**src/rtl/stream_config_regs_if.sv**
```systemverilog
// Shared types plus the config write port and the stream-config ready/valid port.
package stream_config_pkg;
    localparam int AXI_ADDR_BITS  = 32;
    localparam int AXIL_DATA_BITS = 32;
    typedef logic [3:0] type_t;
endpackage

interface config_i;
    import stream_config_pkg::*;
    logic [AXI_ADDR_BITS-1:0]  addr;
    logic [AXIL_DATA_BITS-1:0] data;
    logic                      valid;
    modport m (output addr, data, valid);
    modport s (input addr, data, valid);
endinterface

interface stream_config_i #(
    parameter int NUM_SELECT = 4
);
    import stream_config_pkg::*;
    localparam int SEL_W = (NUM_SELECT > 1) ? $clog2(NUM_SELECT) : 1;
    logic [SEL_W-1:0] select_data;
    logic             select_valid;
    logic             select_ready;
    type_t            data_type_data;
    logic             data_type_valid;
    logic             data_type_ready;
    modport m (output select_data, select_valid, data_type_data, data_type_valid,
               input  select_ready, data_type_ready);
    modport s (input  select_data, select_valid, data_type_data, data_type_valid,
               output select_ready, data_type_ready);
endinterface

```
**src/rtl/stream_config_regs.sv**
```systemverilog
// Decodes config writes into select / data_type FIFOs exposed as ready/valid channels,
// with saturating drop and range-error counters.
module stream_config_fifo #(
    parameter int W     = 4,
    parameter int DEPTH = 4
) (
    input  logic                     clk,
    input  logic                     rst_n,
    input  logic                     push,
    input  logic [W-1:0]             push_data,
    input  logic                     ready,
    output logic                     valid,
    output logic [W-1:0]             head,
    output logic [$clog2(DEPTH):0]   level,
    output logic                     drop
);
    localparam int AW = $clog2(DEPTH);

    logic [AW:0]  wr_ptr_q, wr_ptr_d, rd_ptr_q, rd_ptr_d;
    logic [W-1:0] mem_q [DEPTH];
    logic         full, pop, push_ok;

    always_comb begin
        level    = wr_ptr_q - rd_ptr_q;
        valid    = (level != '0);
        full     = (level == (AW+1)'(DEPTH));
        head     = mem_q[rd_ptr_q[AW-1:0]];
        pop      = valid & ready;
        // A pop on the same edge frees the slot, so a full queue still accepts.
        push_ok  = push & (~full | pop);
        drop     = push & full & ~pop;
        wr_ptr_d = wr_ptr_q + (AW+1)'(push_ok);
        rd_ptr_d = rd_ptr_q + (AW+1)'(pop);
    end

    always_ff @(posedge clk or negedge rst_n) begin
        if (!rst_n) begin
            wr_ptr_q <= '0;
            rd_ptr_q <= '0;
        end else begin
            wr_ptr_q <= wr_ptr_d;
            rd_ptr_q <= rd_ptr_d;
        end
    end

    always_ff @(posedge clk) begin
        if (push_ok) mem_q[wr_ptr_q[AW-1:0]] <= push_data;
    end
endmodule

module stream_config_regs
    import stream_config_pkg::*;
#(
    parameter int          NUM_SELECT  = 4,
    parameter int unsigned ADDR_BASE   = 0,
    parameter int          QUEUE_DEPTH = 4
) (
    input  logic                         clk,
    input  logic                         rst_n,
    config_i.s                           cfg,
    stream_config_i.m                    out,
    output logic [15:0]                  drop_cnt,
    output logic [15:0]                  err_cnt,
    output logic [$clog2(QUEUE_DEPTH):0] select_level,
    output logic [$clog2(QUEUE_DEPTH):0] type_level
);
    localparam int SEL_W = (NUM_SELECT > 1) ? $clog2(NUM_SELECT) : 1;
    localparam int TW    = $bits(type_t);
    localparam logic [AXI_ADDR_BITS-1:0] A_SEL = AXI_ADDR_BITS'(ADDR_BASE);
    localparam logic [AXI_ADDR_BITS-1:0] A_TYP = AXI_ADDR_BITS'(ADDR_BASE + 8);
    localparam logic [AXI_ADDR_BITS-1:0] A_CLR = AXI_ADDR_BITS'(ADDR_BASE + 16);

    logic        sel_hit, typ_hit, clr_hit, sel_in_range;
    logic        sel_push, sel_err, sel_drop, typ_drop;
    logic [SEL_W-1:0] sel_head;
    logic [TW-1:0]    typ_head;
    logic [15:0] drop_cnt_q, drop_cnt_d, err_cnt_q, err_cnt_d;

    always_comb begin
        sel_hit      = cfg.valid & (cfg.addr == A_SEL);
        typ_hit      = cfg.valid & (cfg.addr == A_TYP);
        clr_hit      = cfg.valid & (cfg.addr == A_CLR);
        // Range check uses the full data word so upper garbage cannot alias a valid select.
        sel_in_range = (cfg.data < AXIL_DATA_BITS'(NUM_SELECT));
        sel_push     = sel_hit & sel_in_range;
        sel_err      = sel_hit & ~sel_in_range;
    end

    stream_config_fifo #(.W(SEL_W), .DEPTH(QUEUE_DEPTH)) u_sel_fifo (
        .clk       (clk),
        .rst_n     (rst_n),
        .push      (sel_push),
        .push_data (cfg.data[SEL_W-1:0]),
        .ready     (out.select_ready),
        .valid     (out.select_valid),
        .head      (sel_head),
        .level     (select_level),
        .drop      (sel_drop)
    );

    stream_config_fifo #(.W(TW), .DEPTH(QUEUE_DEPTH)) u_typ_fifo (
        .clk       (clk),
        .rst_n     (rst_n),
        .push      (typ_hit),
        .push_data (cfg.data[TW-1:0]),
        .ready     (out.data_type_ready),
        .valid     (out.data_type_valid),
        .head      (typ_head),
        .level     (type_level),
        .drop      (typ_drop)
    );

    always_comb begin
        out.select_data    = sel_head;
        out.data_type_data = type_t'(typ_head);
        drop_cnt_d = drop_cnt_q;
        err_cnt_d  = err_cnt_q;
        if (clr_hit) begin
            drop_cnt_d = '0;
            err_cnt_d  = '0;
        end else begin
            if ((sel_drop | typ_drop) && drop_cnt_q != 16'hFFFF) drop_cnt_d = drop_cnt_q + 16'd1;
            if (sel_err && err_cnt_q != 16'hFFFF)                 err_cnt_d  = err_cnt_q + 16'd1;
        end
    end

    always_ff @(posedge clk or negedge rst_n) begin
        if (!rst_n) begin
            drop_cnt_q <= '0;
            err_cnt_q  <= '0;
        end else begin
            drop_cnt_q <= drop_cnt_d;
            err_cnt_q  <= err_cnt_d;
        end
    end

    assign drop_cnt = drop_cnt_q;
    assign err_cnt  = err_cnt_q;
endmodule
```
**src/flat_wrapper.sv**
```systemverilog
// flat-port wrapper written by rule: the top's interface ports become plain ports
module stream_config_regs_flat import stream_config_pkg::*;
#(
    parameter int          NUM_SELECT  = 4,
    parameter int unsigned ADDR_BASE   = 0,
    parameter int          QUEUE_DEPTH = 4
)
  (clk, rst_n, drop_cnt, err_cnt, select_level, type_level, cfg_addr, cfg_data, cfg_valid, out_select_data, out_select_valid, out_data_type_data, out_data_type_valid, out_select_ready, out_data_type_ready);
  config_i cfg_i ();
  stream_config_i #(.NUM_SELECT(NUM_SELECT)) out_i ();
  input  logic clk;
  input  logic rst_n;
  output logic [15:0] drop_cnt;
  output logic [15:0] err_cnt;
  output logic [$clog2(QUEUE_DEPTH):0] select_level;
  output logic [$clog2(QUEUE_DEPTH):0] type_level;
  input wire logic [$bits(cfg_i.addr)-1:0] cfg_addr;
  input wire logic [$bits(cfg_i.data)-1:0] cfg_data;
  input wire logic [$bits(cfg_i.valid)-1:0] cfg_valid;
  output wire logic [$bits(out_i.select_data)-1:0] out_select_data;
  output wire logic [$bits(out_i.select_valid)-1:0] out_select_valid;
  output wire logic [$bits(out_i.data_type_data)-1:0] out_data_type_data;
  output wire logic [$bits(out_i.data_type_valid)-1:0] out_data_type_valid;
  input wire logic [$bits(out_i.select_ready)-1:0] out_select_ready;
  input wire logic [$bits(out_i.data_type_ready)-1:0] out_data_type_ready;
  assign cfg_i.addr = cfg_addr;
  assign cfg_i.data = cfg_data;
  assign cfg_i.valid = cfg_valid;
  assign out_select_data = out_i.select_data;
  assign out_select_valid = out_i.select_valid;
  assign out_data_type_data = out_i.data_type_data;
  assign out_data_type_valid = out_i.data_type_valid;
  assign out_i.select_ready = out_select_ready;
  assign out_i.data_type_ready = out_data_type_ready;
  stream_config_regs #(.NUM_SELECT(NUM_SELECT), .ADDR_BASE(ADDR_BASE), .QUEUE_DEPTH(QUEUE_DEPTH)) u_core (.clk(clk), .rst_n(rst_n), .cfg(cfg_i), .out(out_i), .drop_cnt(drop_cnt), .err_cnt(err_cnt), .select_level(select_level), .type_level(type_level));
endmodule
```
**config.mk**
```make
export PLATFORM = sky130hd
export DESIGN_NAME = stream_config_regs_flat
export DESIGN_NICKNAME = d
export VERILOG_FILES = /design/src/rtl/stream_config_regs_if.sv /design/src/rtl/stream_config_regs.sv /design/src/flat_wrapper.sv
export SDC_FILE = /design/constraint.sdc
export NUM_CORES = 1
export LEC_CHECK = 0
export ABC_AREA = 1
export BUFFER_PORTS_ARGS = -buffer_cell sky130_fd_sc_hd__buf_2
export CORE_MARGIN = 2
export CORE_UTILIZATION = 50
export DETAILED_ROUTE_END_ITERATION = 8
export PLACE_DENSITY_LB_ADDON = 0.1
export SKIP_LAST_GASP = 1
export SLEW_MARGIN = 15
export SYNTH_ARGS = -nofsm -noshare
export SYNTH_HDL_FRONTEND = slang
export SYNTH_HIERARCHICAL = 1
export SYNTH_SLANG_ARGS = --single-unit
```
**constraint.sdc**
```tcl
create_clock -name clk -period 2.9 [get_ports clk]
set_input_delay 0.87 -clock clk [delete_from_list [all_inputs] [get_ports clk]]
set_output_delay 0.87 -clock clk [all_outputs]
set_load 0.02 [all_outputs]
```
* After elaboration in Yosys (flattened, before gate mapping)
Memories as Yosys holds them, arrays and structs flattened.
Cells that the tools add are included.
** Storage, ports and cells
- Output and inout port bits :: 46
- Memory bits (writable) :: 24
- Register bits :: 44
- Word-level logic and storage cells :: 59
- Memories :: 2
** Memories
- u_core.u_typ_fifo.mem_q :: words 4, width 4, read ports 1, clocked after Yosys merged registers in 0, write ports 1, line stream_config_regs.sv:20 : logic [W-1:0] mem_q [DEPTH];
- u_core.u_sel_fifo.mem_q :: words 4, width 2, read ports 1, clocked after Yosys merged registers in 0, write ports 1, line stream_config_regs.sv:20
** Operators by class
- Reduce and logical (&&, ||, !) cells :: 7
- Add/sub/neg operators :: 8
- Order comparisons :: 1
- Bitwise gates (word level) :: 21
- Multiplexer cells :: 8
- Equal/unequal tests :: 6
** Operator list (count)
- 16-bit 2-to-1 mux :: 4
- 16-bit by 1-bit adder with 16-bit output (second input constant) :: 2
- 32-bit by 4-bit == test with 1-bit output (second input constant) :: 1
- 32-bit by 5-bit == test with 1-bit output (second input constant) :: 1
- 32-bit zero test :: 1
- 32-bit by 3-bit less-than comparator with 1-bit output (second input constant) :: 1
- 16-bit != test (second input constant) :: 2
- 1-bit AND :: 13
- 3-bit by 1-bit adder with 3-bit output :: 4
- 3-bit == test (second input constant) :: 2
- 3-bit nonzero test :: 2
- 3-bit subtractor :: 2
- 1-bit inverter :: 5
- 1-bit 2-to-1 mux :: 4
- 2-bit nonzero test :: 2
- 1-bit bitwise OR :: 3
- 1-bit logical AND :: 2

* Logic depth before layout (Yosys ltp)
Gate-level depths: netlist of the first run.
- Depth in word-level cells :: 9
- Gate-level depth with buffers :: 16

* Modules after synthesis
The synthesis of the first run kept the hierarchy.
** Modules (own cells, without submodules)
- stream_config_regs :: instances 1, cells an instance 366, area an instance 2374.8 µm²
- stream_config_fifo (u_core.u_typ_fifo) :: instances 1, cells an instance 90, area an instance 1009.7 µm²
- stream_config_fifo (u_core.u_sel_fifo) :: instances 1, cells an instance 71, area an instance 716.9 µm²

* Least setup slack after synthesis of the first run
Ideal clock, no wire load.
- Path kind :: input to register
- From :: input port cfg_addr[15]
- To :: register u_core.drop_cnt_q[3], in the netlist u_core/drop_cnt[3]
- Path buffers :: 1
- Required time :: 2.829 ns
- Cell stages on the path :: 15
- Path slack :: 0.337 ns
- Library setup time :: 0.071 ns
- Data arrival time :: 2.492 ns
- Cells stage by stage :: nor2_1 nand2_1 nor2_1 inv_1 nor2_1 nand2_1 nor3b_1 inv_1 nor2_1 or2_2 nand2_2 buf_2 o21ai_0 nand2_1 nor2_1
** Between the ends
- Elaborated cells between the ends (all ways) :: 15
** RTL lines
- from (decl) :: line flat_wrapper.sv:17 : input wire logic [$bits(cfg_i.addr)-1:0] cfg_addr;
- 32-bit by 4-bit == test with 1-bit output :: line stream_config_regs.sv:81 : typ_hit = cfg.valid & (cfg.addr == A_TYP);
- 1-bit AND :: line stream_config_regs.sv:81
- net u_core.typ_hit :: line stream_config_regs.sv:73 : logic sel_hit, typ_hit, clr_hit, sel_in_range;
- 1-bit AND (2 in a row) :: line stream_config_regs.sv:31 : drop = push & full & ~pop;
- net u_core.typ_drop :: line stream_config_regs.sv:74 : logic sel_push, sel_err, sel_drop, typ_drop;
- 1-bit bitwise OR :: line stream_config_regs.sv:122 : if ((sel_drop | typ_drop) && drop_cnt_q != 16'hFFFF) drop_cnt_d = drop_cnt_q + 16'd1;
- 1-bit logical AND :: line stream_config_regs.sv:122
- 2-bit nonzero test (no line)
- to (signal assigned) :: line stream_config_regs.sv:132 : drop_cnt_q <= drop_cnt_d;
- to (decl) :: line stream_config_regs.sv:77 : logic [15:0] drop_cnt_q, drop_cnt_d, err_cnt_q, err_cnt_d;
The timed path passes the listed nets, and every way through them passes these cells.
A chain may end at the register's enable or synchronous reset.

* Worst setup path in the final report of the first run
- From :: register u_core.u_typ_fifo.wr_ptr_q[0]
- To :: output port out_data_type_valid
** Between the ends
- Word-level cells in the longest chain between the ends :: 2
** RTL lines
- from (decl) :: line stream_config_regs.sv:19 : logic [AW:0] wr_ptr_q, wr_ptr_d, rd_ptr_q, rd_ptr_d;
- from (signal assigned) :: line stream_config_regs.sv:41 : wr_ptr_q <= wr_ptr_d;
- 3-bit subtractor :: line stream_config_regs.sv:24 : level = wr_ptr_q - rd_ptr_q;
- 3-bit nonzero test :: line stream_config_regs.sv:25 : valid = (level != '0);
- to (decl) :: line flat_wrapper.sv:23 : output wire logic [$bits(out_i.data_type_valid)-1:0] out_data_type_valid;
No other way between the ends.

==> results of run 1 <==
cells by family (layout without fill, tap and decap cells):
kind of cell,after synthesis,in the layout
simple gates,320,320
buf+inv,73,205
flops,68,68
compound gates,34,34
xor+xnor,18,18
fa+ha+maj,14,14
routing by layer:
| layer | vias up | wire length, µm | global-route usage |
|---|---|---|---|
| met5 | - | 0 | 0 |
| met4 | 0 | 162 | 0.0845 |
| met3 | 15 | 595 | 0.0343 |
| met2 | 123 | 4440 | 0.367 |
| met1 | 1719 | 4140 | 0.284 |
| li1 | 1959 | - | - |
cell usage after synthesis (3+ instances only):
master    instances  area [µm²]
ha_1             12         150
nor3_1            4        20.0
nand2_2           3        18.8
o21ai_1           5        25.0
a21oi_1           3        15.0
o21ai_0          16        80.1
inv_2             8        30.0
nor2_2           10        62.6
inv_1            57         214
nor2_1          102         383
dfrtp_1          44        1100
nand2_1         122         458
nand3_2           3        30.0
edfxtp_1         24         721
o22ai_1           6        37.5
xor2_1           17         149
nand3_1          46         230
nand4_1          18         113
buf_2             5        25.0
stage by stage:
stage / total power [W] / instances / util
after global placement: 0.00198 / 745 / 0.593
after CTS: 0.00287 / 761 / 0.620
after global routing: 0.00305 / 764 / 0.624
after detailed placement: 0.00201 / 745 / 0.593
after floorplan: 0.00171 / 527 / -
final: 0.00286 / 764 / 0.624
cell type report:
type                       count  area [µm²]
clock buffer                  10         128
sequential                    68        1820
multi-input combinational    386        1990
timing repair buffer         124         646
clock inverter                 6        90.1
inverter                      65         246
fill                         753        3040
tap                          105         131
timing repair:
item                                    CTS  global route
buffers inserted                          0             3
endpoints found under the setup margin    0             5
gates resized for setup                   0             5
registers in the layout (all words and copies together), names as in the netlist:
register,cells
u_core/u_sel_fifo/wr_ptr_q,3
u_core/u_sel_fifo/rd_ptr_q,3
u_core/drop_cnt,16
u_core/u_typ_fifo/mem_q,16
u_core/err_cnt,16
u_core/u_typ_fifo/wr_ptr_q,3
u_core/u_sel_fifo/mem_q,8
u_core/u_typ_fifo/rd_ptr_q,3
worst paths after layout:
| kind | depth (start not counted) | slack (ns) | end |
|---|---|---|---|
| worst min register to register | 1 | 0.54 | u_core/u_sel_fifo/wr_ptr_q[2] |
| max in group asynchronous | 2 | 1.91 | u_core/u_sel_fifo/rd_ptr_q[0] |
| worst min-delay path | 1 | 0.39 | u_core/drop_cnt[3] |
| worst max register to register | 13 | 0.39 | u_core/drop_cnt[7] |
| worst max-delay path | 10 | 0.14 | out_data_type_valid |
| min in group clk | 1 | 0.54 | u_core/u_sel_fifo/wr_ptr_q[2] |
where the power goes:
part	internal, W	switching (W)
sequential	0.00104	0.0000625
combinational	0.000341	0.000566
clock	0.000486	0.000364
==> metrics.md, run 1 <==
| Metric | Value |
|---|---|
| Hold-fix buffers, CTS | 0 |
| Max_slew headroom | 0.712 |
| Fmax | 0.363 GHz |
| Worst setup startpoint | u_core/u_typ_fifo/wr_ptr_q[0] |
| Synthesized cell area | 4100 µm² |
| CTS H-tree lvls | 3 |
| Asr flop ratio synth | 0.647 |
| Placed wire-length estimate | 7.13 mm |
| R2r startpoint | u_core/u_typ_fifo/wr_ptr_q[0] |
| Die Wd | 94.6 µm |
| Commonest non-fill, non-tap cell in the layout | nand2_1 |
| Minimum clock period | 2.76 ns |
| Detailed Route Iter0 Violations | 193 |
| 1st-pass router iterations | 4 |
| Period Utilization, post-route | 0.951 |
| Synthesized instance count | 527 |
| CP delay by family, top | adder cells |
| Most frequent cells in the layout | nand2_1 (121), buf_2 (114), nor2_1 (102) |
| Fin nets | 737 |
| Final instance area | 5050 µm² |
| Largest family of logic cells by synthesized area | simple AND/OR/NAND/NOR gates |
| Mux contribution to synthesized area | 0 |
| Die area | 8940 µm² |
| Pwr/cell area | 566 nW/µm² |
| Synth unique cells | 36 |
| Num rows | 33 |
| Arr. time, crit path | 1.89 ns |
| Clock Pin Slew Worst Setup and Hold Paths | 0.08 ns |
| Synth Area in Compound Gates | 0.0458 |
| Total GRT Usage | 0.218 |
| Setup total negative slack | 0 ns |
| Post-Place Setup Slack | -0.0568 ns |
| Max IR drop VDD | 0.303 mV |
| Max-slew violation count | 0 |
| CP max stage delay | 0.35 ns |
| Placed cell area | 4800 µm² |
| DRT Wirelength | 9.34 mm |
| Post-DRT Antenna Nets | 0 |
| Share of layout cells above drive strength 1 | 0.266 |
| Register area share after synthesis | 0.444 |
| LEAKAGE | 2.66 nW |
| Worst-Skew Late Latency | 0.34 ns |
| Critical Path, Cell by Cell | inv_1, ha_1, fa_2, inv_1, nand2_1, nand2_1, nand2_1, nand2_2, nand2_1, buf_2 |
| Cell repeated most along the worst path | nand2_1 |
| Crit path kind | register to output port |
| Final hold violations | 0 |
| Initial Utilization | 0.507 |
| Simple-gate area share of the yosys netlist | 0.352 |
| Worst Path Required | 2.03 ns |
| N_diodes | 0 |
| Gpl congestion | 0.850 |
| Drt wl/cell | 12.2 µm |
| Outcome | finished clean |
| Worst-Margin Slew | 0.431 ns |
| Synth Area in XOR/XNOR | 0.0384 |
| Worst Setup End Kind | output port |
| Synthesized area per cell | 7.78 µm² |
| Hold Worst Slack | 0.391 ns |
| Skew final | 0.0148 ns |
| Via Count | 3816 |
| RSZ-0062 raised after global routing | no |
| First-pass GRT wire length | 15.4 mm |
| Total CTS buffers | 9 |
| # port buffers | 114 |
| GRT Residual Overflow | 0 |
| TritonCTS clock tree | yes |
| Crit start category | register |
| Post-synth EDFFs | 24 |
| Die Ht | 94.6 µm |
| Clock sink total | 68 |
| CTS Root Cell | clkbuf_8 |
| Critical-path top delay cell | dfrtp_1 |
| Post-synth top flop | dfrtp_1 |
| Number of global-route vias before repair | 3456 |
| Deepest clock path buffer count | 2 |
| Synth Area in Adders | 0.0464 |
| Remaining DRCs | 0 |
| Worst setup margin | 0.143 ns |
| Initial antenna violation count | 0 |
| Worst Path Max Fanout | 3 |
| Synth Warn # | 6 |
| Max-cap violations | 0 |
| Core box area | 8090 µm² |
| Type of the worst min-delay path | input port to async pin |
| # setup viols final | 0 |
| Syn Nets | 610 |
| Number of register bits inferred by synthesis | 68 |
| Area delta synth->final | 23.2% |
| Buffers and inverters on the worst path | 3 |
| I/O pin cnt | 115 |
| Drt via density | 4.99 |
| Pin count of the biggest net entering global routing | 34 |
Power figures use the tool's default switching activity.
==> run 2: changes to the inputs <==
- MAX_ROUTING_LAYER: default -> met4
==> metrics.md, run 2 (synthesized netlist as in run 1, its figures left out) <==
| Metric | Value |
|---|---|
| Outcome | finished clean |
| Post-DRT Antenna Nets | 0 |
| Gpl congestion | 0.864 |
| CTS H-tree lvls | 3 |
| Period Utilization, post-route | 0.951 |
| Type of the worst min-delay path | input port to async pin |
| Seq pwr share | 0.386 |
| Num rows | 33 |
| Number of global-route vias before repair | 3456 |
| Max-slew violation count | 0 |
| Clock Pin Slew Worst Setup and Hold Paths | 0.08 ns |
| RSZ-0062 raised after global routing | no |
| Worst-Margin Slew | 0.431 ns |
| Pwr/cell area | 566 nW/µm² |
| Most frequent cells in the layout | nand2_1 (121), buf_2 (114), nor2_1 (102) |
| Fmax | 0.363 GHz |
| Combinational Power Share | 0.317 |
| LEAKAGE | 2.66 nW |
| Clock sink total | 68 |
| Area delta synth->final | 23.2% |
| 1st-pass router iterations | 4 |
| Max IR drop VDD | 0.303 mV |
| Total CTS buffers | 9 |
| Worst Setup End Kind | output port |
| First-pass GRT wire length | 15.4 mm |
| Crit start category | register |
| Die Wd | 94.6 µm |
| Worst Path Required | 2.03 ns |
| Worst setup margin | 0.143 ns |
| Share of layout cells above drive strength 1 | 0.266 |
| Post-Place Setup Slack | -0.0568 ns |
| Critical-path top delay cell | dfrtp_1 |
| Detailed Route Iter0 Violations | 192 |
| Hold-fix buffers, CTS | 0 |
| Via Count | 3817 |
| I/O pin cnt | 115 |
| Total GRT Usage | 0.225 |
| Fin nets | 737 |
| Max_slew headroom | 0.712 |
| Placed cells | 745 |
| GRT Residual Overflow | 0 |
| Die Ht | 94.6 µm |
| Drt wl/cell | 12.2 µm |
| Initial antenna violation count | 0 |
| Critical Path, Cell by Cell | inv_1, ha_1, fa_2, inv_1, nand2_1, nand2_1, nand2_1, nand2_2, nand2_1, buf_2 |
| Fin cells | 764 |
| # port buffers | 114 |
| CTS Root Cell | clkbuf_8 |
| Crit path kind | register to output port |
| Placed wire-length estimate | 7.13 mm |
| Skew final | 0.0148 ns |
| Clock group share of total power | 0.297 |
| TritonCTS clock tree | yes |
| Max-cap violations | 0 |
| Commonest non-fill, non-tap cell in the layout | nand2_1 |
| DRT Wirelength | 9.34 mm |
| Final hold violations | 0 |
| Deepest clock path buffer count | 2 |
| # setup viols final | 0 |
| Cell internal pwr | 0.00187 W |
| Net switching power | 0.000992 W |
| N_diodes | 0 |
| Pin count of the biggest net entering global routing | 34 |
| Sw Ratio | 0.347 |
| Initial Utilization | 0.507 |
| Cell repeated most along the worst path | nand2_1 |
| Core box area | 8090 µm² |
| Worst Path Max Fanout | 3 |
| Drt via density | 5.00 |
| Arr. time, crit path | 1.89 ns |
| Remaining DRCs | 0 |
| Minimum clock period | 2.76 ns |
| CP max stage delay | 0.35 ns |
| Die area | 8940 µm² |
| Worst-Skew Late Latency | 0.34 ns |
## run 2: cell counts in the layout (fill, tap and decap cells not counted)
Identical to the previous run, type by type.
## run 2: final timing paths
path / startpoint / end / slack [ns] / depth (start not counted)
setup / recovery: u_core/u_typ_fifo/wr_ptr_q[0] / out_data_type_valid / 0.14 / 10
hold / removal: rst_n / u_core/drop_cnt[3] / 0.39 / 1
setup reg to reg: u_core/u_typ_fifo/wr_ptr_q[0] / u_core/drop_cnt[7] / 0.39 / 13
hold reg to reg: u_core/u_sel_fifo/wr_ptr_q[2] / u_core/u_sel_fifo/wr_ptr_q[2] / 0.54 / 1
max in group asynchronous: rst_n / u_core/u_sel_fifo/rd_ptr_q[0] / 1.91 / 2
min in group clk: u_core/u_sel_fifo/wr_ptr_q[2] / u_core/u_sel_fifo/wr_ptr_q[2] / 0.54 / 1
## run 2: power by group through the flow
stage | Combinational [W] | Sequential [W] | Clock (W)
final | 0.000906 | 0.00110 | 0.000850
after global routing | 0.00102 | 0.00112 | 0.000909
after CTS | 0.000885 | 0.00111 | 0.000872
after detailed placement | 0.000883 | 0.00113 | 0
after global placement | 0.000854 | 0.00113 | 0
after floorplan | 0.000602 | 0.00111 | 0
## run 2: timing repair
item	CTS	global route
gates resized for setup	0	5
setup buffers	0	3
endpoints found under the setup margin	0	5
## run 2: worst max-delay path, delay by kind of cell (launching register included)
family | cells | cell delay [ns]
adder cells (fa/ha/maj) | 2 | 0.58
flip-flops | 1 | 0.35
AND/OR/NAND/NOR | 5 | 0.33
buffers and inverters | 3 | 0.31
## run 2: area by class of cell
type,instances,area (µm²)
Tap cell,105,131
Fill cell,753,3040
Multi-Input combinational cell,386,1990
Sequential cell,68,1820
Inverter,65,246
Clock inverter,6,90.1
Clock buffer,10,128
Timing Repair Buffer,124,646
## run 2: per-stage QoR
| step | setup TNS [ns] | utilization | instance area [µm²] | power (W) | hold slack [ns] |
|---|---|---|---|---|---|
| 5_1_grt | 0 | 0.624 | 5050 | 0.00305 | 0.400 |
| 6_report | 0 | 0.624 | 5050 | 0.00286 | 0.391 |
| 3_5_place_dp | -0.0886 | 0.593 | 4800 | 0.00201 | 0.527 |
| 3_3_place_gp | 0 | 0.593 | 4800 | 0.00198 | 0.521 |
| 2_1_floorplan | 0 | - | 4100 | 0.00171 | 0.483 |
| 4_1_cts | 0 | 0.620 | 5020 | 0.00287 | 0.389 |
## run 2: routing by layer
metal	share of wire	vias up	track usage
met5	0	-	-
met4	0.017	0	0.0845
met3	0.061	15	0.0319
met2	0.47	121	0.367
met1	0.45	1721	0.286
li1	-	1960	-
==> run 3: changes to the inputs <==
--- a/constraint.sdc
+++ b/constraint.sdc
@@ -3,2 +3,2 @@
 set_output_delay 0.87 -clock clk [all_outputs]
-set_load 0.02 [all_outputs]
+set_load 0.005 [all_outputs]
==> metrics.md, run 3 (synthesized netlist as in run 1, its figures left out) <==
| Metric | Value |
|---|---|
| Outcome | finished clean |
| Seq pwr share | 0.411 |
| Core box area | 8090 µm² |
| Max-cap violations | 0 |
| CTS Root Cell | clkbuf_8 |
| Clock Pin Slew Worst Setup and Hold Paths | 0.08 ns |
| Net switching power | 0.000825 W |
| Max_slew headroom | 0.710 |
| N_diodes | 0 |
| Skew final | 0.0143 ns |
| 1st-pass router iterations | 4 |
| LEAKAGE | 2.66 nW |
| DRT Wirelength | 9.32 mm |
| Num rows | 33 |
| Cell internal pwr | 0.00186 W |
| Drt via density | 4.96 |
| Pin count of the biggest net entering global routing | 34 |
| GRT Residual Overflow | 0 |
| Minimum clock period | 2.73 ns |
| Most frequent cells in the layout | nand2_1 (122), buf_2 (114), nor2_1 (102) |
| Die Ht | 94.6 µm |
| Fin util | 0.624 |
| Arr. time, crit path | 1.86 ns |
| Fmax | 0.366 GHz |
| First-pass GRT wire length | 15.4 mm |
| Detailed Route Iter0 Violations | 192 |
| Initial Utilization | 0.507 |
| Worst-Margin Slew | 0.434 ns |
| Type of the worst min-delay path | input port to async pin |
| # setup viols final | 0 |
| Max IR drop VDD | 0.297 mV |
| RSZ-0062 raised after global routing | no |
| Clock group share of total power | 0.316 |
| Die Wd | 94.6 µm |
| CTS H-tree lvls | 3 |
| Placed wire-length estimate | 7.13 mm |
| Worst Path Max Fanout | 3 |
| Total CTS buffers | 9 |
| Total GRT Usage | 0.225 |
| Pwr/cell area | 532 nW/µm² |
| Commonest non-fill, non-tap cell in the layout | nand2_1 |
| R2r startpoint | u_core/u_typ_fifo/wr_ptr_q[0] |
| Clock sink total | 68 |
| Worst Setup End Kind | output port |
| Worst setup startpoint | u_core/u_typ_fifo/wr_ptr_q[0] |
| Sw Ratio | 0.307 |
| Drt wl/cell | 12.2 µm |
| Fin nets | 737 |
| Initial antenna violation count | 0 |
| Period Utilization, post-route | 0.942 |
| I/O pin cnt | 115 |
| Final hold violations | 0 |
| Post-DRT Antenna Nets | 0 |
| TritonCTS clock tree | yes |
| Worst-Skew Late Latency | 0.34 ns |
| Crit start category | register |
| # port buffers | 114 |
| Combinational Power Share | 0.273 |
| Die area | 8940 µm² |
| Remaining DRCs | 0 |
| Hold-fix buffers, CTS | 0 |
| Worst Path Required | 2.03 ns |
| Hold Worst Slack | 0.390 ns |
| Gpl congestion | 0.864 |
| Area delta synth->final | 23.1% |
| Number of global-route vias before repair | 3456 |
| Crit path kind | register to output port |
| Deepest clock path buffer count | 2 |
| Share of layout cells above drive strength 1 | 0.264 |
| Max-slew violation count | 0 |
| Via Count | 3787 |
-- run 3: layout make-up --
type	count	area (µm²)
sequential	68	1820
fill	752	3040
multi-input combinational	386	1990
timing repair buffer	124	646
clock inverter	6	90.1
inverter	65	246
clock buffer	10	128
tap	105	131
-- run 3: critical path, cell delays in order (launching register included) --
cell     delay [ns]
dfrtp_1        0.35
inv_1          0.07
ha_1           0.22
fa_2           0.35
inv_1          0.09
nand2_1        0.07
nand2_1        0.07
nand2_1        0.04
nand2_1        0.09
nand2_1        0.05
buf_2          0.12
-- run 3: worst paths after layout --
check / end / slack [ns] / cells after the start
min: u_core/drop_cnt[3] / 0.39 / 1
min reg2reg: u_core/u_sel_fifo/wr_ptr_q[2] / 0.54 / 1
max in group asynchronous: u_core/u_sel_fifo/rd_ptr_q[0] / 1.91 / 2
max reg2reg: u_core/drop_cnt[7] / 0.39 / 13
max: out_data_type_valid / 0.17 / 10
min in group clk: u_core/u_sel_fifo/wr_ptr_q[2] / 0.54 / 1
-- run 3: power groups by stage --
stage	Sequential, W	Combinational, W	Clock [W]
6_report	0.00110	0.000734	0.000849
5_1_grt	0.00112	0.000856	0.000909
4_1_cts	0.00111	0.000720	0.000872
3_5_place_dp	0.00113	0.000718	0
3_3_place_gp	0.00113	0.000688	0
2_1_floorplan	0.00111	0.000439	0
-- run 3: stage by stage --
stage                     instances  power, W  area, µm²  worst slack [ns]  setup TNS (ns)
after detailed placement        745   0.00185       4800           -0.0568         -0.0886
after global placement          745   0.00182       4800            0.0539               0
final                           764   0.00269       5050             0.169               0
after global routing            764   0.00288       5050           0.00417               0
after floorplan                 527   0.00155       4100             0.337               0
after CTS                       761   0.00270       5020            0.0340               0
-- run 3: timing repair --
action / in CTS / in global routing
setup buffers: 0 / 3
gates resized for setup: 0 / 4
setup endpoints to repair: 0 / 5
-- run 3: layer usage --
| layer | wire length (µm) | track usage |
|---|---|---|
| met3 | 581 | 0.0319 |
| met4 | 92 | 0.0845 |
| met2 | 4480 | 0.367 |
| met1 | 4170 | 0.286 |
| met5 | 0 | - |
